==> config.mk <==
export PLATFORM = sky130hd
export DESIGN_NAME = multicycle_controller
export DESIGN_NICKNAME = d
export VERILOG_FILES = /design/src/rtl/multicycle_controller.sv
export SDC_FILE = /design/constraint.sdc
export NUM_CORES = 1
export LEC_CHECK = 0
export CAP_MARGIN = 20
export CORE_MARGIN = 1
export CORE_UTILIZATION = 40
export DETAILED_ROUTE_END_ITERATION = 8
export GPL_ROUTABILITY_DRIVEN = 0
export PLACE_DENSITY = 0.81
export SLEW_MARGIN = 5
export SYNTH_ARGS = -nofsm -noshare
export SYNTH_HDL_FRONTEND = slang
export SYNTH_SLANG_ARGS = --single-unit
==> constraint.sdc <==
create_clock -name clk -period 3.2 [get_ports clk]
set_input_delay 0.32 -clock clk [delete_from_list [all_inputs] [get_ports clk]]
set_output_delay 0.32 -clock clk [all_outputs]
set_load 0.05 [all_outputs]
==> src/rtl/multicycle_controller.sv <==
// multicycle_controller
// Control FSM for a multi-cycle RV32I datapath. The datapath shares one memory
// and one ALU, and holds PC, OldPC, IR, MDR, A/B and ALUOut registers. Every
// instruction is stepped through FETCH/DECODE/EXECUTE/MEM/WB states. Each
// memory-access state stretches by MEM_WAIT wait cycles. A stall input freezes
// the sequence, and opcodes outside the supported set raise a one-cycle
// illegal pulse.
//
// Ports
//   clk, rst          rising-edge clock; synchronous active-high reset
//   opcode/func3/func7 instruction fields IR[6:0], IR[14:12], IR[31:25]
//   zero, negative    ALU flags used to resolve branches
//   stall             hold state/counter and block every write enable
//   PCWrite, IRWrite, MemWrite, RegWrite    write enables
//   AdrSrc, ResultSrc, ALUSrcA, ALUSrcB     datapath mux selects
//   ALUControl, ImmSrc                      ALU operation / immediate format
//   illegal           one-cycle pulse in DECODE for an unsupported opcode
//   state             current state encoding (debug)

module multicycle_controller #(
  parameter int unsigned MEM_WAIT = 0,
  parameter int unsigned CNT_W    = 4
) (
  input  logic       clk,
  input  logic       rst,
  input  logic [6:0] opcode,
  input  logic [2:0] func3,
  input  logic [6:0] func7,
  input  logic       zero,
  input  logic       negative,
  input  logic       stall,
  output logic       PCWrite,
  output logic       AdrSrc,
  output logic       MemWrite,
  output logic       IRWrite,
  output logic       RegWrite,
  output logic [1:0] ResultSrc,
  output logic [1:0] ALUSrcA,
  output logic [1:0] ALUSrcB,
  output logic [2:0] ALUControl,
  output logic [2:0] ImmSrc,
  output logic       illegal,
  output logic [3:0] state
);

  typedef enum logic [3:0] {
    S_FETCH     = 4'd0,
    S_DECODE    = 4'd1,
    S_MEMADR    = 4'd2,
    S_MEMREAD   = 4'd3,
    S_MEMWB     = 4'd4,
    S_MEMWRITE  = 4'd5,
    S_EXEC_R    = 4'd6,
    S_EXEC_I    = 4'd7,
    S_ALUWB     = 4'd8,
    S_BRANCH    = 4'd9,
    S_JAL       = 4'd10,
    S_JALR_CALC = 4'd11,
    S_JALR_LINK = 4'd12,
    S_LUI       = 4'd13
  } state_t;

  localparam logic [6:0] OP_LOAD   = 7'b0000011;
  localparam logic [6:0] OP_STORE  = 7'b0100011;
  localparam logic [6:0] OP_R      = 7'b0110011;
  localparam logic [6:0] OP_I      = 7'b0010011;
  localparam logic [6:0] OP_BRANCH = 7'b1100011;
  localparam logic [6:0] OP_JAL    = 7'b1101111;
  localparam logic [6:0] OP_JALR   = 7'b1100111;
  localparam logic [6:0] OP_LUI    = 7'b0110111;

  localparam logic [2:0] ALU_ADD = 3'b000;
  localparam logic [2:0] ALU_SUB = 3'b001;
  localparam logic [2:0] ALU_AND = 3'b010;
  localparam logic [2:0] ALU_OR  = 3'b011;
  localparam logic [2:0] ALU_XOR = 3'b100;
  localparam logic [2:0] ALU_SLT = 3'b101;

  localparam logic [CNT_W-1:0] WAIT_LAST = CNT_W'(MEM_WAIT);

  state_t           cur_state;
  state_t           nxt_state;
  logic [CNT_W-1:0] cnt;
  logic             last_wait;

  // Raw enables before stall/reset gating.
  logic pcw_raw;
  logic irw_raw;
  logic mw_raw;
  logic rw_raw;
  logic ill_raw;
  logic taken;

  // Only func7[5] matters for decode; the remaining bits are ignored.
  logic unused_func7;
  assign unused_func7 = ^{func7[6], func7[4:0]};

  function automatic logic [2:0] alu_dec(input logic [2:0] f3, input logic use_sub);
    logic [2:0] op;
    op = ALU_ADD;
    case (f3)
      3'b000:  op = use_sub ? ALU_SUB : ALU_ADD;
      3'b010:  op = ALU_SLT;
      3'b100:  op = ALU_XOR;
      3'b110:  op = ALU_OR;
      3'b111:  op = ALU_AND;
      default: op = ALU_ADD;
    endcase
    return op;
  endfunction

  assign last_wait = (cnt == WAIT_LAST);

  // The counter restarts whenever the state changes. Only the wait states
  // ever loop on themselves, so this covers every entry into FETCH, MEMREAD
  // and MEMWRITE.
  always_ff @(posedge clk) begin
    if (rst) begin
      cur_state <= S_FETCH;
      cnt       <= '0;
    end else if (!stall) begin
      cur_state <= nxt_state;
      if (nxt_state != cur_state) begin
        cnt <= '0;
      end else if (!last_wait) begin
        cnt <= cnt + CNT_W'(1);
      end
    end
  end

  always_comb begin
    case (func3)
      3'b000:  taken = zero;
      3'b001:  taken = !zero;
      3'b100:  taken = negative;
      3'b101:  taken = !negative;
      default: taken = 1'b0;
    endcase
  end

  always_comb begin
    case (opcode)
      OP_STORE:  ImmSrc = 3'b001;
      OP_BRANCH: ImmSrc = 3'b010;
      OP_LUI:    ImmSrc = 3'b011;
      OP_JAL:    ImmSrc = 3'b100;
      default:   ImmSrc = 3'b000;
    endcase
  end

  always_comb begin
    nxt_state  = cur_state;
    pcw_raw    = 1'b0;
    irw_raw    = 1'b0;
    mw_raw     = 1'b0;
    rw_raw     = 1'b0;
    ill_raw    = 1'b0;
    AdrSrc     = 1'b0;
    ResultSrc  = 2'b00;
    ALUSrcA    = 2'b00;
    ALUSrcB    = 2'b00;
    ALUControl = ALU_ADD;

    case (cur_state)
      S_FETCH: begin
        ALUSrcB   = 2'b10;
        ResultSrc = 2'b10;
        if (last_wait) begin
          irw_raw   = 1'b1;
          pcw_raw   = 1'b1;
          nxt_state = S_DECODE;
        end
      end
      S_DECODE: begin
        ALUSrcA = 2'b01;
        ALUSrcB = 2'b01;
        case (opcode)
          OP_LOAD, OP_STORE: nxt_state = S_MEMADR;
          OP_R:              nxt_state = S_EXEC_R;
          OP_I:              nxt_state = S_EXEC_I;
          OP_BRANCH:         nxt_state = S_BRANCH;
          OP_JAL:            nxt_state = S_JAL;
          OP_JALR:           nxt_state = S_JALR_CALC;
          OP_LUI:            nxt_state = S_LUI;
          default: begin
            ill_raw   = 1'b1;
            nxt_state = S_FETCH;
          end
        endcase
      end
      S_MEMADR: begin
        ALUSrcA   = 2'b10;
        ALUSrcB   = 2'b01;
        nxt_state = (opcode == OP_STORE) ? S_MEMWRITE : S_MEMREAD;
      end
      S_MEMREAD: begin
        AdrSrc = 1'b1;
        if (last_wait) nxt_state = S_MEMWB;
      end
      S_MEMWB: begin
        ResultSrc = 2'b01;
        rw_raw    = 1'b1;
        nxt_state = S_FETCH;
      end
      S_MEMWRITE: begin
        AdrSrc = 1'b1;
        if (last_wait) begin
          mw_raw    = 1'b1;
          nxt_state = S_FETCH;
        end
      end
      S_EXEC_R: begin
        ALUSrcA    = 2'b10;
        ALUControl = alu_dec(func3, func7[5]);
        nxt_state  = S_ALUWB;
      end
      S_EXEC_I: begin
        ALUSrcA    = 2'b10;
        ALUSrcB    = 2'b01;
        ALUControl = alu_dec(func3, 1'b0);
        nxt_state  = S_ALUWB;
      end
      S_ALUWB: begin
        rw_raw    = 1'b1;
        nxt_state = S_FETCH;
      end
      S_BRANCH: begin
        ALUSrcA    = 2'b10;
        ALUControl = ALU_SUB;
        pcw_raw    = taken;
        nxt_state  = S_FETCH;
      end
      S_JAL, S_JALR_LINK: begin
        // PC takes the target already in ALUOut; the ALU forms OldPC + 4
        // so ALUWB can write the link value next cycle.
        ALUSrcA   = 2'b01;
        ALUSrcB   = 2'b10;
        pcw_raw   = 1'b1;
        nxt_state = S_ALUWB;
      end
      S_JALR_CALC: begin
        ALUSrcA   = 2'b10;
        ALUSrcB   = 2'b01;
        nxt_state = S_JALR_LINK;
      end
      S_LUI: begin
        ResultSrc = 2'b11;
        rw_raw    = 1'b1;
        nxt_state = S_FETCH;
      end
      default: nxt_state = S_FETCH;
    endcase
  end

  // Mux selects pass through untouched; only side effects are gated.
  assign PCWrite  = pcw_raw & ~stall & ~rst;
  assign IRWrite  = irw_raw & ~stall & ~rst;
  assign MemWrite = mw_raw  & ~stall & ~rst;
  assign RegWrite = rw_raw  & ~stall & ~rst;
  assign illegal  = ill_raw & ~stall & ~rst;
  assign state    = cur_state;

endmodule

==> metrics <==
drc violations=0; clk sinks=8; I/O pin count=44; via count of the first global-routing pass=1279; sequential fraction of the synthesis area=13.7%; maxcap violations=0; Synth Warn #=0; Post-synth EDFFs=0; Initial Util=42.4%; final worst-path cycle share=93.3%; Post-CTS Repair Setup Buffers=0; fraction of layout cells with a size suffix above 1=14.5%; detailed placer's ending HPWL=2490 um; Hold Buf Count CTS=0; post-synthesis register bit count=8; startpoint class of the critical path=flop; Worst Hold Class=reg -> reg; Switching Share=43.3%; drt first pass iters=4; Final Critical Period=2.98 ns; final core occ=56.9%; Worst setup EP type=primary output; Mapped Nets=181; port bufs=37; Psw=177 uW; Filler cells=255; status=complete, no violations; RSZ-0062 raised after global routing=no; count of cell types in the netlist=55; worst path cell trace=inv_1 > or2_1 > or3_1 > o31ai_1 > clkdlybuf4s50_1; slowest cell on the critical path=clkdlybuf4s50_1; clk slew on worst S/H paths=0.06 ns; CTS tree=done; area grow syn2layout=34.1%; die area=0.00314 mm^2; Flop pwr share=27.4%; ANT nets after route=0; total number of vias=1310; Chip Width=56.1 um; Power Total=408 uW; non-filler cells, final=224; # diodes=0; vias per cell=5.85; ys flop type=dfxtp_1; Power Density=260 mW/mm^2; worst-path fanout max=14; CP Data Arrival Time=2.66 ns; asr flop ratio synth=0%; Total Wirelength=3180 um; Placeable Area=0.00276 mm^2; largest net degree at the start of global routing=19; Least-Margin Pin Slew=0.511 ns; Post-Syn Instances=157; Std-Cell Rows=19; Comb pwr share=52.3%; setup TNS=0 ns; Clock Power Share=20.3%; TritonCTS buffer count=3; VDD IR-drop max=191 uV; Root Buffer=clkbuf_4; placed cell area=0.00155 mm^2; fin. max-slew vios=0; design area=0.00157 mm^2; DIE HEIGHT=56.1 um; setup violators final=0; gr usage total=21.6%; CTS Buffer Depth=2; kind of critical path=reg -> out; Total Nets Final=219; Leak=0.548 nW; internal power=231 uW; H-tree Lvls=1; dpl cells=221; Skew-Pair Late Insertion Delay=0.27 ns; clk_skew=0.00901 ns; CTS-repair resized insts=0; CP required=2.88 ns; initial DRC count=23; highest clock rate=335 MHz; Slew headroom=65.8%; mapped cell area=0.00117 mm^2; slowest stage delay, CP=0.84 ns; initial antenna violation count=0; Overflow after GRT=0; Final Hold Viols=0; mean post-synth cell area=7.45 um^2; first-pass GRT wire length=5530 um; Avg WL per Cell=14.2 um
==> power groups by stage <==
stage	Combinational (mW)	Sequential [mW]	Clock, mW
global placement	0.208	0.113	0
detailed placement	0.213	0.114	0
floorplan	0.136	0.120	0
finish	0.214	0.112	0.0829
CTS	0.213	0.111	0.0859
global route	0.228	0.113	0.0896
==> critical path: cells and delay by family, from the launching register on <==
family | cells | cell delay [ns]
AOI/OAI and AO/OA | 1 | 0.08
buffers and inverters | 2 | 1.07
DFF | 1 | 0.59
and+or+nand+nor | 2 | 0.66
==> area by class of cell <==
cell class	count	area (um^2)	share of cell area, %
inverter	5	18.8	1.20
timing repair buffer	44	423	27.0
sequential	8	160	10.2
tap	31	38.8	2.47
multi-input combinational	133	906	57.7
clock buffer	3	22.5	1.44
==> worst paths after layout <==
| kind | cells past startpoint | slack, ns | start | to |
|---|---|---|---|---|
| worst max register to register | 6 | 1.12 | state[3]$_SDFFE_PP0N_ | cnt[2]$_SDFFE_PP0P_ |
| worst max-delay path | 5 | 0.22 | state[2]$_SDFFE_PP0N_ | ALUControl[0] |
| worst min register to register | 2 | 0.51 | cnt[1]$_SDFFE_PP0P_ | cnt[1]$_SDFFE_PP0P_ |
| worst min-delay path | 2 | 0.51 | cnt[1]$_SDFFE_PP0P_ | cnt[1]$_SDFFE_PP0P_ |
==> through the flow <==
step                      worst slack, ns  hold WS [ns]
final                               0.216         0.507
after floorplan                     0.197         0.469
after global routing               0.0770         0.541
after detailed placement            0.394         0.498
after global placement              0.449         0.487
after CTS                           0.224         0.507
==> layout by cell type (no fill, tap or decap), types with 2 or more instances in the layout <==
cell,n
clkdlybuf4s50_1,37
nand3b_1,4
nor4b_1,2
nand3_1,2
clkbuf_4,3
a211o_1,2
o21bai_1,3
xnor2_1,2
o31ai_1,2
nand2b_2,2
inv_1,5
nor4_1,3
dfxtp_1,8
buf_4,7
o21ai_2,2
o221ai_2,2
ha_1,2
nand4_1,5
or3_1,4
nand2_1,12
a211oi_1,2
a21oi_1,17
nor2_1,17
nand2b_1,5
nor2b_1,6
nor3b_1,2
nor3_1,7
o21ai_0,3
o2111ai_1,2
==> state kept, by name (all words and copies together), names as in the netlist <==
| signal | count |
|---|---|
| state | 4 |
| cnt | 4 |
==> cell usage after synthesis, drive strengths merged, types with 3 or more instances <==
cell type  instances  area, um^2
o21ai              6        37.5
nand4              5        31.3
nand3b             4        30.0
nor4b              3        41.3
nor3b              3        33.8
or3                4        25.0
nor2              17        63.8
o21bai             3        22.5
nand2             12        45.0
nand2b             7        48.8
nor2b              6        37.5
nand3              3        20.0
nor3               7        35.0
dfxtp              8         160
nor4               3        18.8
inv                5        18.8
buf                6        53.8
clkbuf             4        22.5
a21oi             17        85.1
==> layer usage <==
| metal | vias up | track usage [%] | wire [um] |
|---|---|---|---|
| li1 | 656 | - | - |
| met1 | 613 | 27.1 | 1390 |
| met2 | 35 | 36.4 | 1620 |
| met3 | 6 | 1.40 | 122 |
| met4 | 0 | 12.5 | 53 |
| met5 | - | 0 | 0 |
==> logic make-up after synthesis <==
family / count (synthesis) / synth area share, %
buffers and inverters: 16 / 8.88
xor gates and xnor gates: 3 / 2.25
DFF: 8 / 13.7
and+or+nand+nor: 82 / 42.7
adders and majority gates: 2 / 2.14
muxes: 1 / 0.856
AOI/OAI and AO/OA: 45 / 29.5
Note: power is estimated with default switching activity, not from simulation.
